$ cat src/rtl/mem_write_addr_gen.sv
// Write-side address generator for layer output memories: waits LATENCY cycles after start,
// then steps through DEPTH x CHANNELS locations (base-offset) on each accepted result.
module mem_write_addr_gen #(
   parameter int unsigned ADDR_W   = 4,
   parameter int unsigned DEPTH    = 16,
   parameter int unsigned CHANNELS = 4,
   parameter int unsigned LATENCY  = 1,
   parameter bit          CH_MAJOR = 1'b0,
   parameter int unsigned CH_W     = (CHANNELS > 1) ? $clog2(CHANNELS) : 1
) (
   input  logic              clk,
   input  logic              reset,
   input  logic              start,
   input  logic              enable,
   input  logic              in_valid,
   input  logic [ADDR_W-1:0] base_addr,
   output logic              wr_en,
   output logic [ADDR_W-1:0] addr,
   output logic [CH_W-1:0]   ch,
   output logic              busy,
   output logic              done,
   output logic              done_pulse
);

   localparam logic [ADDR_W-1:0] LastIdx = ADDR_W'(DEPTH - 1);
   localparam logic [CH_W-1:0]   LastCh  = CH_W'(CHANNELS - 1);
   localparam logic [3:0]        LatLast = 4'(int'(LATENCY) - 1);

   typedef enum logic [1:0] {StIdle, StPrime, StWrite, StDone} state_t;

   state_t              state_q;
   logic [ADDR_W-1:0]   idx_q;
   logic [CH_W-1:0]     ch_q;
   logic [3:0]          lat_q;
   logic [ADDR_W-1:0]   base_q;
   logic                busy_q;
   logic                done_q;
   logic                done_pulse_q;
   logic                last_elem;
   logic                write_now;

   assign last_elem = (idx_q == LastIdx) && (ch_q == LastCh);
   assign write_now = enable && in_valid && (state_q == StWrite);

   always_ff @(posedge clk or negedge reset) begin
      if (!reset) begin
         state_q      <= StIdle;
         idx_q        <= '0;
         ch_q         <= '0;
         lat_q        <= '0;
         base_q       <= '0;
         busy_q       <= 1'b0;
         done_q       <= 1'b0;
         done_pulse_q <= 1'b0;
      end else if (enable) begin
         done_pulse_q <= 1'b0;
         case (state_q)
            StIdle, StDone: begin
               if (start) begin
                  base_q <= base_addr;
                  idx_q  <= '0;
                  ch_q   <= '0;
                  lat_q  <= '0;
                  done_q <= 1'b0;
                  busy_q <= 1'b1;
                  state_q <= (LATENCY > 0) ? StPrime : StWrite;
               end
            end
            StPrime: begin
               if (lat_q == LatLast) begin
                  lat_q   <= '0;
                  state_q <= StWrite;
               end else begin
                  lat_q <= lat_q + 4'd1;
               end
            end
            StWrite: begin
               if (in_valid) begin
                  if (last_elem) begin
                     // Indices stay on the final location so addr/ch report it in DONE.
                     state_q      <= StDone;
                     busy_q       <= 1'b0;
                     done_q       <= 1'b1;
                     done_pulse_q <= 1'b1;
                  end else if (!CH_MAJOR) begin
                     if (idx_q == LastIdx) begin
                        idx_q <= '0;
                        ch_q  <= ch_q + CH_W'(1);
                     end else begin
                        idx_q <= idx_q + ADDR_W'(1);
                     end
                  end else begin
                     if (ch_q == LastCh) begin
                        ch_q  <= '0;
                        idx_q <= idx_q + ADDR_W'(1);
                     end else begin
                        ch_q <= ch_q + CH_W'(1);
                     end
                  end
               end
            end
            default: state_q <= StIdle;
         endcase
      end
   end

   assign wr_en      = write_now;
   assign addr       = base_q + idx_q;
   assign ch         = ch_q;
   assign busy       = busy_q;
   assign done       = done_q;
   assign done_pulse = done_pulse_q;

endmodule

$ cat config.mk
export PLATFORM = sky130hd
export DESIGN_NAME = mem_write_addr_gen
export DESIGN_NICKNAME = d
export VERILOG_FILES = /design/src/rtl/mem_write_addr_gen.sv
export SDC_FILE = /design/constraint.sdc
export NUM_CORES = 1
export LEC_CHECK = 0
export BUFFER_PORTS_ARGS = -buffer_cell sky130_fd_sc_hd__buf_4
export CAP_MARGIN = 25
export CORE_MARGIN = 10
export CORE_UTILIZATION = 50
export DETAILED_ROUTE_END_ITERATION = 10
export HOLD_SLACK_MARGIN = 0.02
export PLACE_DENSITY = 0.75
export SLEW_MARGIN = 15
export SYNTH_ARGS = -nofsm -noshare
export SYNTH_HDL_FRONTEND = slang
export SYNTH_SLANG_ARGS = --single-unit
$ cat constraint.sdc
create_clock -name clk -period 3 [get_ports clk]
set_input_delay 0.3 -clock clk [delete_from_list [all_inputs] [get_ports clk]]
set_output_delay 0.3 -clock clk [all_outputs]
set_load 0.03 [all_outputs]
==> results.md <==
Outcome:
- The run finished with clean final reports.

Place:
- Once detailed placement completed, the half-perimeter wirelength came to 1810 microns.
- The total placed instance area is 1350 sq um.
- The last weighted congestion value of the routability-driven placer is 0.836.
- The port buffer count is 18.
- The worst slack at placement is about 1200 ps.

Logic synthesis:
- During synthesis, Yosys emitted a total of 0 warnings.
- The synthesized design contains 19 register bits.
- Sequential cells were found to cover 40.0% of the synthesized design area.
- The net count after synthesis is 136.
- The count of cell types in the netlist is 35.
- The total standard cell area after synthesis is 1190 sq um.
- The cell type with the highest aggregate area in the netlist is dfrtp_1.
- The post-synthesis area per instance is 10.2 sq um.
- The fraction of synthesized cell area taken by the top area cell type is between 40% and 50%.
- Counting every instance in the synthesized netlist gives 116.
- Sorting the synthesized cells by area gives the leading types as dfrtp_1 40%, ha_1 11%, nand3_1 5.1%.

Timing:
- The post-route fraction of the period consumed by the critical path is 68.4%.
- The final hold violation count is 0.
- The number of max-slew violations in the final report is 0.
- On the final layout, the worst clock skew is 3.93 ps.
- The post-route worst setup slack is 949 ps.
- At the pin with the least slew margin, the transition time is between 400 and 500 ps.
- The clock period could shrink to 2050 ps.
- The total negative setup slack is 0 ps.
- Based on the critical path, the design can be clocked at up to 488 MHz.
- Setup repair after global routing left no endpoint under its margin.
- The setup violation total in the final timing report is 0.
- The relative max-transition margin is between 60 and 70%.

Worst setup path:
- The arrival time at the worst endpoint is 1750 ps.
- The cell family contributing the most delay on the critical path is flip-flops.
- The slowest stage of the critical path belongs to the cell dfrtp_1.
- In this run the worst path has a maximum fanout of 7.
- The critical path startpoint category is a flip-flop.
- The signal on the critical path passes through ha_1 -> a21o_1 -> a21oi_1 -> xnor2_1 -> buf_4.
- STA classifies the critical path endpoint as an output port.
- Counting both buffers and inverters, the worst setup path holds a total of 1.
- The worst endpoint required time is 2700 ps.
- The kind of critical path is flip-flop to output port.
- The maximum cell stage delay along the critical path is 470 ps.

Global routing:
- The number of antenna violations at the first check in global routing came to 0.
- The final global-route overflow total is 0.
- For this run, the total global-route usage over all layers was measured as 10.8%.
- The largest net degree at the start of global routing is 20.
- The first global-routing pass estimated 3910 microns of wire.
- The number of global-route vias before repair is 891.

Route:
- The average wire length per cell after detail routing is roughly 14 microns.
- The routed design has 2340 microns of wire.
- The uppermost layer routed is met4.
- The met1 layer wirelength in the final routing is ~1000 microns.
- The first routing iteration left 26 violations.
- The final route contains 922 vias.
- Detailed routing placed a total of 140 microns of wire on met3.
- For this run, the detailed router's first-pass iteration total came to 4.
- For this run, design rule violations remaining after detail routing come to 0.
- After detailed routing, the met2 layer carries between 1000 and 1500 microns of wire.
- The detail route stage leaves a number of antenna-violating nets equal to 0.
- After detailed routing, the number of vias per cell comes to 5.55.

Clocking:
- TritonCTS built the clock tree.
- The longest clock path from root to sink contains 2 buffers.
- The clock buffer count from CTS is 3.
- In this run the post-CTS setup repair buffer count came out at 0.
- The clock slew seen by the registers of the worst setup and hold paths is 110 ps.
- The cell sitting at the root of the clock tree is a clkbuf_4.
- The insertion delay to the later sink of the worst-skew pair is 300 ps.
- The H-tree level count is 1.
- The clock drives 19 sinks.
- Gates resized during post-CTS repair numbered 0.

Power:
- The peak supply drop is 822 uV.
- Power spread over the standard cell area amounts to 905 nW/um^2.
- The overall power consumption is 1.26 mW.
- For this design the static power due to leakage is 0.692 nW.

Floorplan:
- The cell row count is 17.
- The floorplan step set the die height to 68.7 microns.
- The initial utilization of the core area, before any placement, comes to 53.2%.
- The number of ports placed on the die boundary is 19.
- The core region is 2230 sq um.
- The die boundary width is 68.7 microns.
- The floorplan step defined a die boundary enclosing 4720 sq um.

Final layout:
- Of the cells placed in the final design, the portion with a size suffix greater than 1 is 24.6%.
- The count of antenna diodes in the layout is 0.
- After filler insertion, the fill cell instance count of the layout stands at just under 200.
- Once layout is complete, the utilization of the core stands at 62.3%.
- In the final layout, the multi-input gates occupy 652 sq um.
- Summing all flip-flop and latch instances after layout gives 475 sq um.
- The area growth from synthesis to layout is 17.2%.
- The post-route cell area is 1390 sq um.
- In the final design database the tool counted 159 nets.

Job:
- The number of max-cap violations is 0.

Hold path:
- The type of the worst min-delay path is input port to flip-flop.
==> report_power, final <==
part           internal (mW)  switching, mW  total, mW
clock                 0.0497         0.0829      0.133
combinational          0.315          0.397      0.712
sequential             0.334         0.0808      0.414
==> kinds of logic (layout without fill, tap and decap cells) <==
kind of cell	count (synthesis)	after routing	share of synthesized area (%)
AND/OR/NAND/NOR	35	35	17.3
multiplexers	8	8	7.69
flip-flops	19	19	40.0
buffers and inverters	16	38	5.06
XOR/XNOR	3	3	2.21
AO/OA/AOI/OAI	24	24	15.5
adder cells (fa/ha/maj)	11	11	12.2
==> repair_timing <==
| action | CTS | global route |
|---|---|---|
| hold buffers | 1 | 0 |
| endpoints found under the setup margin | 0 | 0 |
| hold endpoints to repair | 19 | 0 |
==> registers in the layout, summed over array words and instances (netlist names) <==
signal,flops
done,1
ch,2
done_pulse,1
lat_q,4
state_q,2
idx_q,4
busy,1
base_q,4
==> Yosys cell counts, drive strengths merged <==
master and number:
dfrtp 19, inv 15, nand3 12, ha 10, nand2 9, a21oi 6, mux2 6, nor2 4
a31oi 3, o21ai 3, a21o 2, a22o 2, mux2i 2, nand4 2, nor2b 2, o31ai 2
xnor2 2, a32o 1, and2b 1, and3 1, clkbuf 1, fa 1, nand3b 1, nand4b 1
nor3b 1, o211ai 1, o221ai 1, o22ai 1, o2bb2ai 1, o311ai 1, or2 1, xor2 1
==> metal layers <==
metal | GRT usage (%) | vias to the layer above
met5 | 0 | -
met4 | 5.42 | 0
met3 | 2.74 | 4
met2 | 18.2 | 15
met1 | 12.5 | 445
li1 | - | 458
==> cell type report <==
cell class / instances / share of cell area, %
multi-input cells: 81 / 46.9
flip-flops and latches: 19 / 34.2
repair buffers: 19 / 10.4
inverters: 15 / 4.05
well taps: 28 / 2.52
clock buffers: 3 / 1.62
clock inverters: 1 / 0.360
==> stage by stage <==
step	hold WS (ps)	instances
6_report	224	166
3_3_place_gp	188	161
4_1_cts	216	166
5_1_grt	215	166
3_5_place_dp	190	161
2_1_floorplan	4.41	116
==> worst paths after layout <==
| path | depth (start not counted) | to | slack [ps] | startpoint |
|---|---|---|---|---|
| max | 5 | addr[3] | 950 | idx_q[1] |
| min | 2 | base_q[0] | 220 | base_addr[0] |
| max reg2reg | 6 | idx_q[3] | 1150 | state_q[0] |
| min reg2reg | 1 | lat_q[3] | 540 | lat_q[3] |
| max in group asynchronous | 2 | lat_q[0] | 2400 | reset |
| min in group asynchronous | 2 | idx_q[0] | 390 | reset |
==> cells in the final DEF (no fill, tap or decap), types with 2 or more instances in the layout <==
cell type   n
dfrtp_1    19
buf_4      18
inv_1      15
nand3_1    12
ha_1       10
nand2_1     8
a21oi_1     6
mux2_2      5
nor2_1      4
a31oi_1     3
o21ai_0     3
clkbuf_4    3
a21o_1      2
xnor2_1     2
nor2b_1     2
nand4_1     2
a22o_1      2
mux2i_1     2
Power figures use the tool's default switching activity.
